$ cat config.mk
export PLATFORM = sky130hd
export DESIGN_NAME = mtree_accum_ctrl
export DESIGN_NICKNAME = d
export VERILOG_FILES = /design/src/rtl/mtree_accum_ctrl.sv
export SDC_FILE = /design/constraint.sdc
export NUM_CORES = 2
export LEC_CHECK = 0
export ABC_AREA = 1
export ABC_CLOCK_PERIOD_IN_PS = 19700
export CAP_MARGIN = 10
export CORE_MARGIN = 8
export CORE_UTILIZATION = 54
export DETAILED_ROUTE_END_ITERATION = 10
export DONT_BUFFER_PORTS = 1
export PLACE_DENSITY = 0.72
export SLEW_MARGIN = 10
export SYNTH_ARGS = -nofsm -noshare
export SYNTH_HDL_FRONTEND = slang
export SYNTH_SLANG_ARGS = --single-unit
$ cat constraint.sdc
create_clock -name clk -period 19.7 [get_ports clk]
set_input_delay 3.94 -clock clk [delete_from_list [all_inputs] [get_ports clk]]
set_output_delay 3.94 -clock clk [all_outputs]
set_load 0.02 [all_outputs]
$ cat src/rtl/mtree_accum_ctrl.sv
// mtree_accum_ctrl: streams chunks of 2^LEVELS elements through one shared adder
// tree and accumulates the per-chunk sums into a wide job total.
// Optional feature macro: MTREE_ACC_SAT_EN (accumulator saturates instead of wrapping).
// Ports:
//   clk, rst            clock, asynchronous active-high reset
//   start, num_chunks   job launch (honoured only when idle) and chunk count
//   in_valid/in_ready   chunk stream handshake, in_data element n at [n]
//   out_valid/out_ready result handshake, out_sum holds the job total
//   busy                high whenever a job is in progress or its result is pending

// mtree: combinational pairwise adder tree, sum wraps modulo 2^IN_WIDTH.
module mtree #(
    parameter int IN_WIDTH = 32,
    parameter int LEVELS   = 4
) (
    input  logic [2**LEVELS-1:0][IN_WIDTH-1:0] data,
    output logic [IN_WIDTH-1:0]                sum
);
    localparam int N = 2**LEVELS;

    // Each pass halves the live width; t[k] is overwritten only after t[2k], t[2k+1] are read.
    function automatic logic [IN_WIDTH-1:0] reduce(input logic [N-1:0][IN_WIDTH-1:0] d);
        logic [N-1:0][IN_WIDTH-1:0] t;
        t = d;
        for (int w = N / 2; w > 0; w = w / 2)
            for (int k = 0; k < w; k++)
                t[k] = t[2*k] + t[2*k+1];
        return t[0];
    endfunction

    assign sum = reduce(data);
endmodule

module mtree_accum_ctrl #(
    parameter int IN_WIDTH  = 32,
    parameter int LEVELS    = 4,
    parameter int ACC_WIDTH = 48,
    parameter int CNT_WIDTH = 16,
    localparam int NUM_INPUTS = 2**LEVELS
) (
    input  logic                                 clk,
    input  logic                                 rst,
    input  logic                                 start,
    input  logic [CNT_WIDTH-1:0]                 num_chunks,
    input  logic                                 in_valid,
    output logic                                 in_ready,
    input  logic [NUM_INPUTS-1:0][IN_WIDTH-1:0]  in_data,
    output logic                                 out_valid,
    input  logic                                 out_ready,
    output logic [ACC_WIDTH-1:0]                 out_sum,
    output logic                                 busy
);
    typedef enum logic [1:0] {IDLE, ACCUM, DRAIN, DONE} state_t;

    state_t                              state;
    logic [NUM_INPUTS-1:0][IN_WIDTH-1:0] chunk_q;
    logic                                chunk_v;
    logic [ACC_WIDTH-1:0]                acc;
    logic [ACC_WIDTH-1:0]                acc_next;
    logic [CNT_WIDTH-1:0]                remaining;
    logic [IN_WIDTH-1:0]                 tree_sum;
    logic                                accept;

    mtree #(.IN_WIDTH(IN_WIDTH), .LEVELS(LEVELS)) u_tree (
        .data (chunk_q),
        .sum  (tree_sum)
    );

    assign accept  = in_valid && in_ready;
    assign out_sum = acc;

`ifdef MTREE_ACC_SAT_EN
    // One extra bit catches the carry; once pinned at all-ones every further add carries too.
    logic [ACC_WIDTH:0] acc_wide;
    assign acc_wide = {1'b0, acc} + (ACC_WIDTH+1)'(tree_sum);
    assign acc_next = acc_wide[ACC_WIDTH] ? '1 : acc_wide[ACC_WIDTH-1:0];
`else
    assign acc_next = acc + ACC_WIDTH'(tree_sum);
`endif

    always_ff @(posedge clk or posedge rst) begin
        if (rst) begin
            state     <= IDLE;
            chunk_q   <= '0;
            chunk_v   <= 1'b0;
            acc       <= '0;
            remaining <= '0;
            in_ready  <= 1'b0;
            out_valid <= 1'b0;
            busy      <= 1'b0;
        end else begin
            chunk_v <= 1'b0;
            if (chunk_v) acc <= acc_next;
            case (state)
                IDLE: if (start) begin
                    acc       <= '0;
                    remaining <= num_chunks;
                    busy      <= 1'b1;
                    if (num_chunks != '0) begin
                        state    <= ACCUM;
                        in_ready <= 1'b1;
                    end else begin
                        state     <= DONE;
                        out_valid <= 1'b1;
                    end
                end
                ACCUM: if (accept) begin
                    chunk_q   <= in_data;
                    chunk_v   <= 1'b1;
                    remaining <= remaining - 1'b1;
                    if (remaining == CNT_WIDTH'(1)) begin
                        state    <= DRAIN;
                        in_ready <= 1'b0;
                    end
                end
                // The last chunk's tree sum lands in acc on this edge.
                DRAIN: begin
                    state     <= DONE;
                    out_valid <= 1'b1;
                end
                DONE: if (out_ready) begin
                    state     <= IDLE;
                    out_valid <= 1'b0;
                    busy      <= 1'b0;
                end
                default: state <= IDLE;
            endcase
        end
    end
endmodule
==> metrics <==
run status finished, final reports clean; area overhead of the layout relative to synthesis 8.33%; slowest library cell on the worst path sky130_fd_sc_hd__fa_1; initial antenna violation count 41; Min-Delay Startpoint chunk_q[259]; number of failing setup endpoints in the final timing report 0; FF+latch area 14600 µm²; port buffer count 0; proportion of register bits with asynchronous set or reset after synthesis 100%; buffering stage count on the worst path with inverters included 2; initial standard-cell utilization of the core 54.5%; combinational power share 1.0%; fraction of power consumed by sequential logic 47.4%; Overall Global Routing Usage 27.0%; number of buffers created by CTS 69; worst path arrival time 7740 ps; post-layout net count 5239; Post-Synthesis Cells 4251; power dissipated by switching net loads 0.568 mW; class of the tightest hold or removal check register to register; R2R Setup Slk 12500 ps; crit start category register; clk_lat worst skew 640 ps; Netlist cell types 45; Slew Viols, Final 0; area of combinational cells with multiple inputs 19300 µm²; clock sink total 582; share of layout cells above drive strength 1 4.18%; kind of cell with the highest combined delay on the critical path adder cells; average via count per standard cell 5.10; cell occurring most often along the worst timing path sky130_fd_sc_hd__nand2_1; number of warnings reported in the yosys synthesis log 0; depth of the CTS H-tree 3; ratio of final minimum period to clock period 36.6%; internal power consumption 1.95 mW; weighted congestion reported at the end of routability-driven placement 0.928; fraction of power spent switching nets 22.5%; biggest fanout along the worst timing path 8; worst-case headroom to the max-slew limit 19.3%; register area share after synthesis 39.0%; DIE HEIGHT 279 µm; post-CTS clock slew at the launch and capture registers of the worst setup and hold paths 60 ps; biggest area contributors in the synthesized netlist sky130_fd_sc_hd__dfrtp_1 39%, sky130_fd_sc_hd__fa_1 23%, sky130_fd_sc_hd__nand2_1 14%, sky130_fd_sc_hd__inv_1 7.8%, sky130_fd_sc_hd__o21ai_0 4.1%; vias after detailed routing 26.6k; Seq cells post-synth 582; hold buffer count at cts 0; total I/O pin count 584; maximum clock rate 139 MHz; # fillers 6009; horizontal die dimension 279 µm; TritonCTS clock tree done; root buf cell sky130_fd_sc_hd__clkbuf_16; via count of the first global-routing pass 27.7k; Std-Cell Rows 96; routed length per placed instance 20.2 µm; Pre-antenna DRT Iters 5; critical path capture point type register; power per cell area 62.3 nW/µm²; Synth area leader sky130_fd_sc_hd__dfrtp_1; post-layout utilization of the core 59.0%; die area 77800 µm²; number of buffers inserted to repair setup after CTS 0; Max Cap Viol 0; post-detailed-route DRC marker count 0; critical path required time 20240 ps; Crit path depth 28; maximum number of pins on one net before global-route repair 286; worst min-delay path endpoint chunk_q[259]; worst setup skew after layout 35.5 ps; Hold Path Cell Cnt 2; Initial DRC Count 2067; worst reg2reg endpoint out_sum[38]; number of enable flip-flop cells after synthesis 0; category of the critical setup timing path register to register; total nets after synthesis 5286; core box area 68600 µm²; proportion of netlist area held by the largest area contributor 39.0%; first-pass GRT wire length 161000 µm; crit path launch chunk_q[398]; maximum count of clock buffers along a single path 3; Resize count post-CTS 0; Detail Placement HPWL 83400 µm; post-detailed-route count of antenna-violating nets 0; unrepaired setup endpoints after global routing no; Top FF cell, synth sky130_fd_sc_hd__dfrtp_1; Avg Cell Area, Syn 8.79 µm²; Worst path max stage delay 620 ps; Lkg Pwr 21.1 nW; Setup TNS 0 ps; hold violation total from the final report 0; minimum period implied by the final worst setup slack 7200 ps; R2R cell count 28; post-synthesis instance area 37400 µm²; final WL 105000 µm; Worst Max-Slew Pin Slew 1210 ps; portion of total power attributed to the clock network 51.6%; Crit Reg-Reg Startpoint chunk_q[398]; Max IR drop VDD 66.9 µV; final global-route overflow total 0
[worst register-to-register path: cells and delay by family, from the launching register on]
kind	cells	cell delay [ps]
compound gates	6	1310
xor+xnor	1	240
fa+ha+maj	8	3840
buf+inv	2	200
flops	1	320
simple gates	11	1240
[synth_stat cells, types with 5 or more instances]
cell type	n
sky130_fd_sc_hd__nor3_1	15
sky130_fd_sc_hd__o211ai_1	8
sky130_fd_sc_hd__dfrtp_1	582
sky130_fd_sc_hd__o21bai_1	11
sky130_fd_sc_hd__ha_1	78
sky130_fd_sc_hd__clkbuf_1	65
sky130_fd_sc_hd__fa_1	424
sky130_fd_sc_hd__a21o_1	10
sky130_fd_sc_hd__o21ai_1	9
sky130_fd_sc_hd__buf_2	64
sky130_fd_sc_hd__o21ai_0	309
sky130_fd_sc_hd__inv_1	774
sky130_fd_sc_hd__nor2_1	194
sky130_fd_sc_hd__a21oi_1	90
sky130_fd_sc_hd__nand2_1	1397
sky130_fd_sc_hd__nand4_1	11
sky130_fd_sc_hd__nor2_2	15
sky130_fd_sc_hd__nand3_2	9
sky130_fd_sc_hd__o21ai_2	5
sky130_fd_sc_hd__xnor2_1	16
sky130_fd_sc_hd__xor2_1	39
sky130_fd_sc_hd__nand3_1	70
sky130_fd_sc_hd__nand2_2	8
sky130_fd_sc_hd__o22ai_1	5
[stage by stage]
stage                     setup WS [ps]  instance area, µm²  power [mW]  hold WS [ps]  cells
after floorplan                    7830               37400        1.24           455   4251
after global placement            12150               38100        1.24           483   5064
after detailed placement          12090               38100        1.24           486   5064
after CTS                         12460               40400        2.54           501   5186
after global routing              11970               40400        2.59           520   5200
final                             12500               40500        2.52           501   5211
[sequential cells by signal, summed over array words and instances, names as in the netlist]
| name | flops |
|---|---|
| state | 2 |
| remaining | 16 |
| chunk_q | 512 |
| out_sum | 48 |
| out_valid | 1 |
| busy | 1 |
| in_ready | 1 |
| chunk_v | 1 |
[worst max-delay path by stage]
stage,slack (ps),to
final,12500,out_sum[38]
after global routing,11970,out_sum[38]
after CTS,12460,out_sum[43]
after detailed placement,12090,chunk_q[473]
after global placement,12150,chunk_q[411]
after floorplan,7830,busy
[area by class of cell]
cell class,count,area share (%)
diodes,25,0.155
clock buffers,100,4.85
clock inverters,22,0.819
inverters,779,7.25
multi-input cells,2759,47.7
flip-flops and latches,582,36.0
well taps,931,2.88
repair buffers,13,0.334
[cell families after synthesis]
logic type / count (synthesis) / share of synthesized area [%]
AND/OR/NAND/NOR: 1739 / 18.4
AO/OA/AOI/OAI: 463 / 6.58
XOR/XNOR: 55 / 1.29
buffers and inverters: 910 / 9.36
adder cells (fa/ha/maj): 502 / 25.3
flip-flops: 582 / 39.0
[layout by cell type (no fill, tap or decap), types with 3 or more instances in the layout]
| master | Yosys | routed |
|---|---|---|
| sky130_fd_sc_hd__clkbuf_8 | 0 | 12 |
| sky130_fd_sc_hd__inv_2 | 4 | 3 |
| sky130_fd_sc_hd__clkbuf_1 | 65 | 19 |
| sky130_fd_sc_hd__xor2_1 | 39 | 39 |
| sky130_fd_sc_hd__ha_1 | 78 | 78 |
| sky130_fd_sc_hd__a31oi_1 | 4 | 4 |
| sky130_fd_sc_hd__fa_1 | 424 | 424 |
| sky130_fd_sc_hd__a21o_1 | 10 | 10 |
| sky130_fd_sc_hd__inv_1 | 774 | 773 |
| sky130_fd_sc_hd__nand2_4 | 3 | 3 |
| sky130_fd_sc_hd__nor4_1 | 3 | 3 |
| sky130_fd_sc_hd__o21bai_1 | 11 | 11 |
| sky130_fd_sc_hd__clkbuf_16 | 0 | 69 |
| sky130_fd_sc_hd__bufinv_16 | 0 | 4 |
| sky130_fd_sc_hd__nor3_2 | 4 | 4 |
| sky130_fd_sc_hd__o21ai_1 | 9 | 9 |
| sky130_fd_sc_hd__buf_12 | 0 | 3 |
| sky130_fd_sc_hd__nor2_2 | 15 | 15 |
| sky130_fd_sc_hd__buf_4 | 0 | 10 |
| sky130_fd_sc_hd__o21ai_2 | 5 | 5 |
| sky130_fd_sc_hd__nand3_1 | 70 | 69 |
| sky130_fd_sc_hd__o211ai_1 | 8 | 8 |
| sky130_fd_sc_hd__nand2_1 | 1397 | 1397 |
| sky130_fd_sc_hd__a21oi_1 | 90 | 90 |
| sky130_fd_sc_hd__xnor2_1 | 16 | 16 |
| sky130_fd_sc_hd__nand2_2 | 8 | 8 |
| sky130_fd_sc_hd__o21ai_0 | 309 | 309 |
| sky130_fd_sc_hd__nand3_2 | 9 | 9 |
| sky130_fd_sc_hd__dfrtp_1 | 582 | 581 |
| sky130_fd_sc_hd__nor3_1 | 15 | 15 |
| sky130_fd_sc_hd__nor2_1 | 194 | 194 |
| sky130_fd_sc_hd__a21oi_2 | 4 | 4 |
| sky130_fd_sc_hd__clkinvlp_4 | 0 | 3 |
| sky130_fd_sc_hd__clkinv_2 | 0 | 8 |
| sky130_fd_sc_hd__clkinv_16 | 0 | 3 |
| sky130_fd_sc_hd__o22ai_1 | 5 | 5 |
| sky130_fd_sc_hd__diode_2 | 0 | 25 |
| sky130_fd_sc_hd__nand4_1 | 11 | 11 |
[power by group through the flow]
| stage | Sequential, mW | Combinational, mW | Clock (mW) |
|---|---|---|---|
| 3_5_place_dp | 1.22 | 0.0270 | 0 |
| 6_report | 1.20 | 0.0252 | 1.30 |
| 2_1_floorplan | 1.22 | 0.0178 | 0 |
| 5_1_grt | 1.20 | 0.0303 | 1.37 |
| 3_3_place_gp | 1.22 | 0.0267 | 0 |
| 4_1_cts | 1.20 | 0.0270 | 1.32 |
[layer usage]
layer  up-vias  GRT usage [%]  wire length (µm)  part of all wire, %
li1      12600              -                 -                    -
met1     12900           31.8             39600                   38
met2       834           47.1             53500                   51
met3       233           7.55              7890                  7.5
met4        32           9.77              4160                  4.0
met5         -              0               218                 0.21
Power figures use the tool's default switching activity.
